### config.mk
export PLATFORM = sky130hd
export DESIGN_NAME = booth_controller
export DESIGN_NICKNAME = d
export VERILOG_FILES = /design/src/rtl/poll_pkg.sv /design/src/rtl/vote_sync.sv /design/src/rtl/booth_controller.sv
export SDC_FILE = /design/constraint.sdc
export NUM_CORES = 1
export LEC_CHECK = 0
export ABC_CLOCK_PERIOD_IN_PS = 5600
export CORE_ASPECT_RATIO = 0.75
export CORE_MARGIN = 3
export CORE_UTILIZATION = 47
export CTS_BUF_LIST = sky130_fd_sc_hd__clkbuf_2
export CTS_CLUSTER_SIZE = 24
export DETAILED_ROUTE_END_ITERATION = 8
export GPL_TIMING_DRIVEN = 0
export HOLD_SLACK_MARGIN = 0.02
export MAX_ROUTING_LAYER = met4
export PLACE_DENSITY_LB_ADDON = 0.08
export SLEW_MARGIN = 30
export SYNTH_ARGS = -nofsm -noshare
export SYNTH_HDL_FRONTEND = slang
export SYNTH_SLANG_ARGS = --single-unit
export TNS_END_PERCENT = 100
### constraint.sdc
create_clock -name clk -period 5.6 [get_ports clk]
set_clock_uncertainty 0.15 [all_clocks]
set_input_delay 0.56 -clock clk [delete_from_list [all_inputs] [get_ports clk]]
set_output_delay 0.56 -clock clk [all_outputs]
set_load 0.03 [all_outputs]
### src/rtl/poll_pkg.sv
// Shared definitions for the polling booth controller.
//   state_t     : booth session FSM states (encoding visible on o_state)
//   N_CAND_DEF  : default number of candidates
//   VOTES_W     : width of the accepted-vote tally
package poll_pkg;

    localparam int N_CAND_DEF = 4;
    localparam int VOTES_W    = 32;

    typedef enum logic [2:0] {
        IDLE    = 3'd0,
        ARMED   = 3'd1,
        COMMIT  = 3'd2,
        RELEASE = 3'd3,
        CLOSED  = 3'd4
    } state_t;

endpackage

### src/rtl/vote_sync.sv
// Two-flop synchronizer for the asynchronous candidate buttons, plus
// classification flags of the synchronized vector.
//   clk, clear : clock and synchronous active-high reset
//   vote       : raw button inputs (asynchronous)
//   vs         : synchronized button vector
//   one_hot    : exactly one button pressed
//   multi      : more than one button pressed
//   none       : no button pressed
module vote_sync #(
    parameter int N = 4
) (
    input  logic         clk,
    input  logic         clear,
    input  logic [N-1:0] vote,
    output logic [N-1:0] vs,
    output logic         one_hot,
    output logic         multi,
    output logic         none
);

    logic [N-1:0] meta_q;
    logic [N-1:0] sync_q;

    always_ff @(posedge clk) begin
        if (clear) begin
            meta_q <= '0;
            sync_q <= '0;
        end else begin
            meta_q <= vote;
            sync_q <= meta_q;
        end
    end

    assign vs      = sync_q;
    assign none    = (sync_q == '0);
    assign one_hot = $onehot(sync_q);
    assign multi   = !none && !one_hot;

endmodule

### src/rtl/booth_controller.sv
// Voter session sequencer for one polling booth. An officer arms the booth,
// a single synchronized button press is committed as a one-cycle increment
// pulse to that candidate's counter, multi-presses are rejected and retried,
// idle sessions time out and poll close locks the booth until clear.
//   clk, clear   : clock and synchronous active-high reset
//   i_arm        : arm booth for one voter (level)
//   i_close      : poll close request
//   i_tally_clr  : zero the counter bank (honoured in IDLE/CLOSED only)
//   i_vote       : candidate buttons, asynchronous
//   o_inc        : one-cycle increment pulse per candidate counter
//   o_cnt_clear  : one-cycle clear pulse to every counter
//   o_ready      : booth lamp, high while ARMED
//   o_reject     : one-cycle pulse on a multi-button press
//   o_timeout    : one-cycle pulse when an ARMED session expires
//   o_votes_cast : saturating total of accepted votes
//   o_state      : current FSM state (debug)
// Every output is driven straight from a flop.
module booth_controller
    import poll_pkg::*;
#(
    parameter int N_CAND         = N_CAND_DEF,
    parameter int TIMEOUT_CYCLES = 1000
) (
    input  logic               clk,
    input  logic               clear,
    input  logic               i_arm,
    input  logic               i_close,
    input  logic               i_tally_clr,
    input  logic [N_CAND-1:0]  i_vote,
    output logic [N_CAND-1:0]  o_inc,
    output logic               o_cnt_clear,
    output logic               o_ready,
    output logic               o_reject,
    output logic               o_timeout,
    output logic [VOTES_W-1:0] o_votes_cast,
    output logic [2:0]         o_state
);

    localparam int            TW     = $clog2(TIMEOUT_CYCLES + 1);
    localparam logic [TW-1:0] T_LAST = TW'(TIMEOUT_CYCLES - 1);
    localparam logic [TW-1:0] T_MAX  = '1;

    logic [N_CAND-1:0] vs;
    logic              vs_one_hot;
    logic              vs_multi;
    logic              vs_none;

    vote_sync #(.N(N_CAND)) u_vote_sync (
        .clk     (clk),
        .clear   (clear),
        .vote    (i_vote),
        .vs      (vs),
        .one_hot (vs_one_hot),
        .multi   (vs_multi),
        .none    (vs_none)
    );

    state_t             state_q, state_d;
    logic [TW-1:0]      timer_q, timer_d;
    logic               pend_q, pend_d;     // close seen during COMMIT/RELEASE
    logic               retry_q, retry_d;   // re-arm after a rejected press
    logic [N_CAND-1:0]  inc_q, inc_d;       // latched one-hot candidate
    logic               cnt_clear_q, cnt_clear_d;
    logic               ready_q, ready_d;
    logic               reject_q, reject_d;
    logic               timeout_q, timeout_d;
    logic [VOTES_W-1:0] votes_q, votes_d;

    always_ff @(posedge clk) begin
        if (clear) begin
            state_q     <= IDLE;
            timer_q     <= '0;
            pend_q      <= 1'b0;
            retry_q     <= 1'b0;
            inc_q       <= '0;
            cnt_clear_q <= 1'b0;
            ready_q     <= 1'b0;
            reject_q    <= 1'b0;
            timeout_q   <= 1'b0;
            votes_q     <= '0;
        end else begin
            state_q     <= state_d;
            timer_q     <= timer_d;
            pend_q      <= pend_d;
            retry_q     <= retry_d;
            inc_q       <= inc_d;
            cnt_clear_q <= cnt_clear_d;
            ready_q     <= ready_d;
            reject_q    <= reject_d;
            timeout_q   <= timeout_d;
            // Only written when it actually changes, so the tally holds
            // its value between commits and tally clears.
            if (votes_d != votes_q) begin
                votes_q <= votes_d;
            end
        end
    end

    always_comb begin
        state_d     = state_q;
        timer_d     = timer_q;
        pend_d      = pend_q;
        retry_d     = retry_q;
        inc_d       = '0;
        cnt_clear_d = 1'b0;
        reject_d    = 1'b0;
        timeout_d   = 1'b0;
        votes_d     = votes_q;

        case (state_q)
            IDLE: begin
                if (i_tally_clr) begin
                    cnt_clear_d = 1'b1;
                    votes_d     = '0;
                end
                if (i_close || pend_q) begin
                    state_d = CLOSED;
                    pend_d  = 1'b0;
                end else if (i_arm) begin
                    state_d = ARMED;
                end
            end
            ARMED: begin
                if (i_close || pend_q) begin
                    state_d = CLOSED;
                    pend_d  = 1'b0;
                end else if (vs_one_hot) begin
                    // The increment pulse is issued on entry so that it
                    // coincides with the single COMMIT cycle.
                    state_d = COMMIT;
                    inc_d   = vs;
                    if (votes_q != '1) begin
                        votes_d = votes_q + VOTES_W'(1);
                    end
                end else if (vs_multi) begin
                    state_d  = RELEASE;
                    reject_d = 1'b1;
                    retry_d  = 1'b1;
                end else if (timer_q == T_LAST) begin
                    state_d   = IDLE;
                    timeout_d = 1'b1;
                end else if (timer_q != T_MAX) begin
                    timer_d = timer_q + TW'(1);
                end
            end
            COMMIT: begin
                if (i_close) begin
                    pend_d = 1'b1;
                end
                state_d = RELEASE;
            end
            RELEASE: begin
                if (i_close) begin
                    pend_d = 1'b1;
                end
                if (vs_none) begin
                    if (retry_q) begin
                        retry_d = 1'b0;
                        state_d = ARMED;
                    end else begin
                        state_d = IDLE;
                    end
                end
            end
            CLOSED: begin
                if (i_tally_clr) begin
                    cnt_clear_d = 1'b1;
                    votes_d     = '0;
                end
            end
            default: begin
                state_d = IDLE;
            end
        endcase

        // Fresh timer on every ARMED entry; idle value outside ARMED.
        if (state_q != ARMED || state_d != ARMED) begin
            timer_d = '0;
        end

        ready_d = (state_d == ARMED);
    end

    assign o_inc        = inc_q;
    assign o_cnt_clear  = cnt_clear_q;
    assign o_ready      = ready_q;
    assign o_reject     = reject_q;
    assign o_timeout    = timeout_q;
    assign o_votes_cast = votes_q;
    assign o_state      = state_q;

endmodule

After elaboration in Yosys (flattened, before gate mapping)
Index checks and enable logic that the tools add are counted.
Widths: inputs -> output; s select.
{"block": "classes", "addsub": 5, "n_eq_ne": 18, "muxes": 25, "bitwise": 6, "reduce_logical": 20}
{"cell": "$mux 32", "count": 4}
{"cell": "$pmux 32 s2", "count": 1}
{"cell": "$add 32x1->32 const B", "count": 1}
{"cell": "$ne 32x32->1", "count": 1}
{"cell": "$ne 32x32->1 const B", "count": 1}
{"cell": "$mux 3", "count": 7}
{"cell": "$pmux 3 s5", "count": 1}
{"cell": "$add 10x1->10 const B", "count": 1}
{"cell": "$eq 10x10->1 const B", "count": 1}
{"cell": "$mux 1", "count": 10}
{"cell": "$ne 10x10->1 const B", "count": 1}
{"cell": "$reduce_or 2->1", "count": 5}
{"cell": "$eq 3x1->1 const B", "count": 3}
{"cell": "$ne 2x1->1 const B", "count": 4}
{"cell": "$reduce_or 4->1", "count": 2}
{"cell": "$eq 3x2->1 const B", "count": 2}
{"cell": "$ne 3x1->1 const B", "count": 2}
{"cell": "$not 1->1", "count": 6}
{"cell": "$reduce_and 6->1", "count": 1}
{"cell": "$reduce_and 5->1", "count": 1}
{"cell": "$reduce_or 5->1", "count": 1}
{"cell": "$add 1x1->2", "count": 2}
{"cell": "$logic_not 4->1", "count": 1}
{"cell": "$ne 2x2->1 const B", "count": 2}
{"cell": "other kinds (9)", "count": 13}
{"block": "totals", "reg_bits": 63, "inputBits": 9, "out_inout_bits": 43, "wordCells": 86}

Longest topological paths before layout
{"block": "logic_depth", "depth_word": 12, "depth_mapped": 14, "depth_no_buf": 12}

Hierarchy
From an unflattened synthesis, not the netlist that was laid out.
{"block": "unflattened", "hier_cells": 457, "area_unflattened_um2": 3577.2}
{"mod": "booth_controller", "n_inst": 1, "cells_each": 429, "area_each_um2": 3261.9}
{"mod": "vote_sync", "n_inst": 1, "cells_each": 28, "area_each_um2": 315.3}

Least setup slack after synthesis
No wires, ideal clock.
{"block": "synth_path", "path_type": "register to register", "startpoint": "register u_vote_sync.sync_q[0], in the netlist u_vote_sync.vs[0]", "endpoint": "register votes_q[1], in the netlist o_votes_cast[1]", "setup_ns": 0.117, "arrival_time_ns": 3.226, "path_slack_ns": 2.106, "path_stages_with_launch": 14, "path_cell_list": "dfxtp_1 > inv_1 > ha_1 > ha_1 > fa_1 > or3b_4 > nor3_2 > o21ai_4 > nor2_1 > o21ai_0 > and4_1 > buf_6 > buf_12 > a32o_1"}
{"block": "synth_between", "elab_chain_len": 7}
{"element": "from (decl)", "line": "vote_sync.sv:22", "source": "logic [N-1:0] sync_q;"}
{"element": "from (signal assigned)", "line": "vote_sync.sv:30", "source": "sync_q <= meta_q;"}
{"element": "$add 1x1->2 (implied by the code) *", "line": "vote_sync.sv:36", "source": "assign one_hot = $onehot(sync_q);"}
{"element": "$add 3x3->3 (implied by the code) *", "line": "vote_sync.sv:36"}
{"element": "$eq 3x1->1 *", "line": "vote_sync.sv:36"}
{"element": "$mux 32 *", "line": "booth_controller.sv:127", "source": "end else if (vs_one_hot) begin"}
{"element": "$mux 32 *", "line": "booth_controller.sv:124", "source": "if (i_close || pend_q) begin"}
{"element": "$pmux 32 s2 *", "line": "booth_controller.sv:110", "source": "case (state_q)"}
{"element": "$ne 32x32->1", "line": "booth_controller.sv:93", "source": "if (votes_d != votes_q) begin"}
{"element": "to (signal assigned)", "line": "booth_controller.sv:94", "source": "votes_q <= votes_d;"}
{"element": "to (decl)", "line": "booth_controller.sv:67", "source": "logic [VOTES_W-1:0] votes_q, votes_d;"}
Every way passes the cells marked *; elsewhere a longest branch is shown, timed or not.
A chain may end at the register's enable or synchronous reset.

Worst setup path in the final report
{"block": "layout_path", "startpoint": "register u_vote_sync.sync_q[2], in the netlist u_vote_sync.vs[2]", "endpoint": "register votes_q[10], in the netlist o_votes_cast[10]"}
Same word-level chain as after synthesis.

==> flow_metrics.tcl <==
set metrics [dict create \
    portBuffers 51 \
    clkPwrFrac 0.415 \
    gp_congestion 0.989 \
    cts.repair.resized 0 \
    clock_sinks 63 \
    hold_viol_final 0 \
    worst_pin_slew_ns 0.828 \
    final_common_cell "dfxtp_1" \
    power.density_mw_per_mm2 205 \
    cts-buffers-inserted 9 \
    n_antenna_cell 0 \
    synthArstFlopShare 0 \
    die_y_um 83.2 \
    dp_hpwl_um 9220 \
    start_util 0.496 \
    cts_hold_buf 0 \
    path_cells "inv_1 > ha_1 > ha_1 > fa_1 > or3b_4 > nor3_2 > o21ai_4 > nor2_1 > o21ai_0 > and4_1 > buf_6 > buf_12 > a2bb2oi_1 > nor3_2" \
    synth_area_leader_cell "dfxtp_1" \
    cts_setup_buffers 0 \
    wl_um 12800 \
    syn2layout_area_growth_pct 21.6 \
    die_w_um 109 \
    min_period_ns 4.42 \
    fmax_mhz 226 \
    tritoncts "done" \
    vias 4033 \
    fin_util 0.603 \
    critical_path.max_stage_delay_ns 0.63 \
    synth_edf_count 0 \
    ys_types 71 \
    critPathKind "register to register" \
    ys.flop_type "dfxtp_1" \
    cp_max_fo 10 \
    min_period_over_period 0.789 \
    syn_area_sq_mm 0.00374 \
    drc 0 \
    finalSetupViolCount 0 \
    clockBufferDepth 2 \
    coreArea_sq_mm 0.00753 \
    ys_ff_latch 63 \
    insertion_delay_ns 0.55 \
    cp_slowest_cell "nor2_1" \
    final_nets 535 \
    p_int_mw 0.677 \
    die_area_sq_mm 0.00907 \
    place_area_sq_mm 0.00438 \
    cts_root_buf "clkbuf_2" \
    synthesis.instances 456 \
    antenna_found_initial 0 \
    peakVddDrop_v 0.000166 \
    grt_pass1_vias 3660 \
    gr-total-overflow 0 \
    rows 27 \
    required_ns 5.88 \
    drt_iter0_markers 353 \
    fin_tns_setup_ns 0 \
    startpoint_type "register" \
    maxSlewHeadroom 0.447 \
    fin_area_sq_mm 0.00454 \
    layout_common_cells "dfxtp_1 (63), nor2_1 (51), clkdlybuf4s50_1 (51)" \
    p_sw_mw 0.255 \
    io_pins 52 \
    p_comb_frac 0.093 \
    synth_top_area_frac 0.338 \
    rsz0062_at_grt "false" \
    wire_per_inst_um 20.5 \
    grt_max_degree 13 \
    mappedNetlistNets 473 \
    vias_per_cell 6.46 \
    antenna_left 0 \
    holdWs_ns 0.310 \
    yosys_warnings 0 \
    outcome "finished clean" \
    seq_area_frac_synth 0.338 \
    cap_violations 0 \
    critPathArrivalTime_ns 4.70 \
    grt_pass1_wl_um 20100 \
    drt_first_pass_iters 5 \
    leakagePower_nw 1.47 \
    hold_path_class "register to register" \
    grt_usage 0.296 \
    syn_area_per_cell_sq_um 8.19 \
    cp-end-kind "register" \
    slew_violations 0 \
    fill_cells 704 \
    htreeDepth 3 \
    fin_ws_ns 1.18 \
    drive_above_1_share 0.113 \
    cts.clk_slew.worst_paths_ns 0.19 \
    pre_cts_slack_ns 1.27 \
    pwr-share-seq 0.492 \
    p_sw_frac 0.273 \
    yosys-top-cells-area "dfxtp_1 (34%), nor2_1 (5.1%), nand4_1 (4.2%)" \
]
## metal layers
metal,track usage,vias up,share of wire
li1,-,1838,-
met1,0.415,1891,0.43
met2,0.396,260,0.41
met3,0.0878,44,0.13
met4,0.109,0,0.036
met5,-,-,0
## power by group through the flow
stage	Combinational (mW)	Clock (mW)	Sequential, mW
3_3_place_gp	0.0834	0	0.467
2_1_floorplan	0.0472	0	0.471
4_1_cts	0.0843	0.389	0.458
6_report	0.0866	0.387	0.458
5_1_grt	0.0914	0.410	0.459
3_5_place_dp	0.0840	0	0.467
## logic make-up after synthesis
group / synth area share
adders and majority gates: 0.0288
xor gates and xnor gates: 0.0281
buffers and inverters: 0.0717
AOI/OAI and AO/OA: 0.187
and+or+nand+nor: 0.326
DFF: 0.338
muxes: 0.0214
## cell usage after synthesis, types with 4 or more instances
master,instances
nor3_1,25
nor2b_1,9
and3_1,4
a21oi_1,16
nand4_1,25
buf_4,6
o21ai_0,21
buf_6,4
nor2_1,51
xnor2_1,8
ha_1,7
and4_1,6
nor4_1,11
a311oi_1,4
clkbuf_1,12
a31oi_1,16
a211oi_1,4
inv_1,16
nand3_1,28
xor2_1,4
nand2_1,34
dfxtp_1,63
mux2i_1,8
## metrics by stage
step	std cells	power, mW
floorplan	456	0.518
global placement	608	0.550
detailed placement	608	0.551
CTS	624	0.931
global route	624	0.960
finish	624	0.931
## state kept, by name, indices dropped and copies added, names as in the netlist
signal	count
o_votes_cast	32
timer_q	10
o_inc	4
u_vote_sync.meta_q	4
u_vote_sync.vs	4
o_state	3
o_cnt_clear	1
o_ready	1
o_reject	1
o_timeout	1
pend_q	1
retry_q	1
## worst max-delay path, delay by kind of cell (launching register included)
kind | cells | cell delay [ns]
fa+ha+maj | 3 | 0.93
compound gates | 3 | 0.68
buf+inv | 3 | 0.34
simple gates | 5 | 1.81
flops | 1 | 0.39
## worst paths after layout
path,end,cells past startpoint,slack (ns),start
worst max register to register,o_votes_cast[10]$_SDFFE_PP0P_,14,1.18,u_vote_sync.vs[2]$_SDFF_PP0_
worst min-delay path,u_vote_sync.vs[1]$_SDFF_PP0_,1,0.31,u_vote_sync.meta_q[1]$_SDFF_PP0_
worst min register to register,u_vote_sync.vs[1]$_SDFF_PP0_,1,0.31,u_vote_sync.meta_q[1]$_SDFF_PP0_
worst max-delay path,o_votes_cast[10]$_SDFFE_PP0P_,14,1.18,u_vote_sync.vs[2]$_SDFF_PP0_
## layout make-up
class,instances,area [sq um],area share
Tap cell,101,126,0.0278
Multi-Input combinational cell,347,2210,0.487
Clock buffer,9,45.0,0.00991
Sequential cell,63,1260,0.278
Buffer,30,208,0.0457
Timing Repair Buffer,51,510,0.112
Clock inverter,7,120,0.0264
Inverter,16,60.1,0.0132
(Power assumes the default switching activity.)
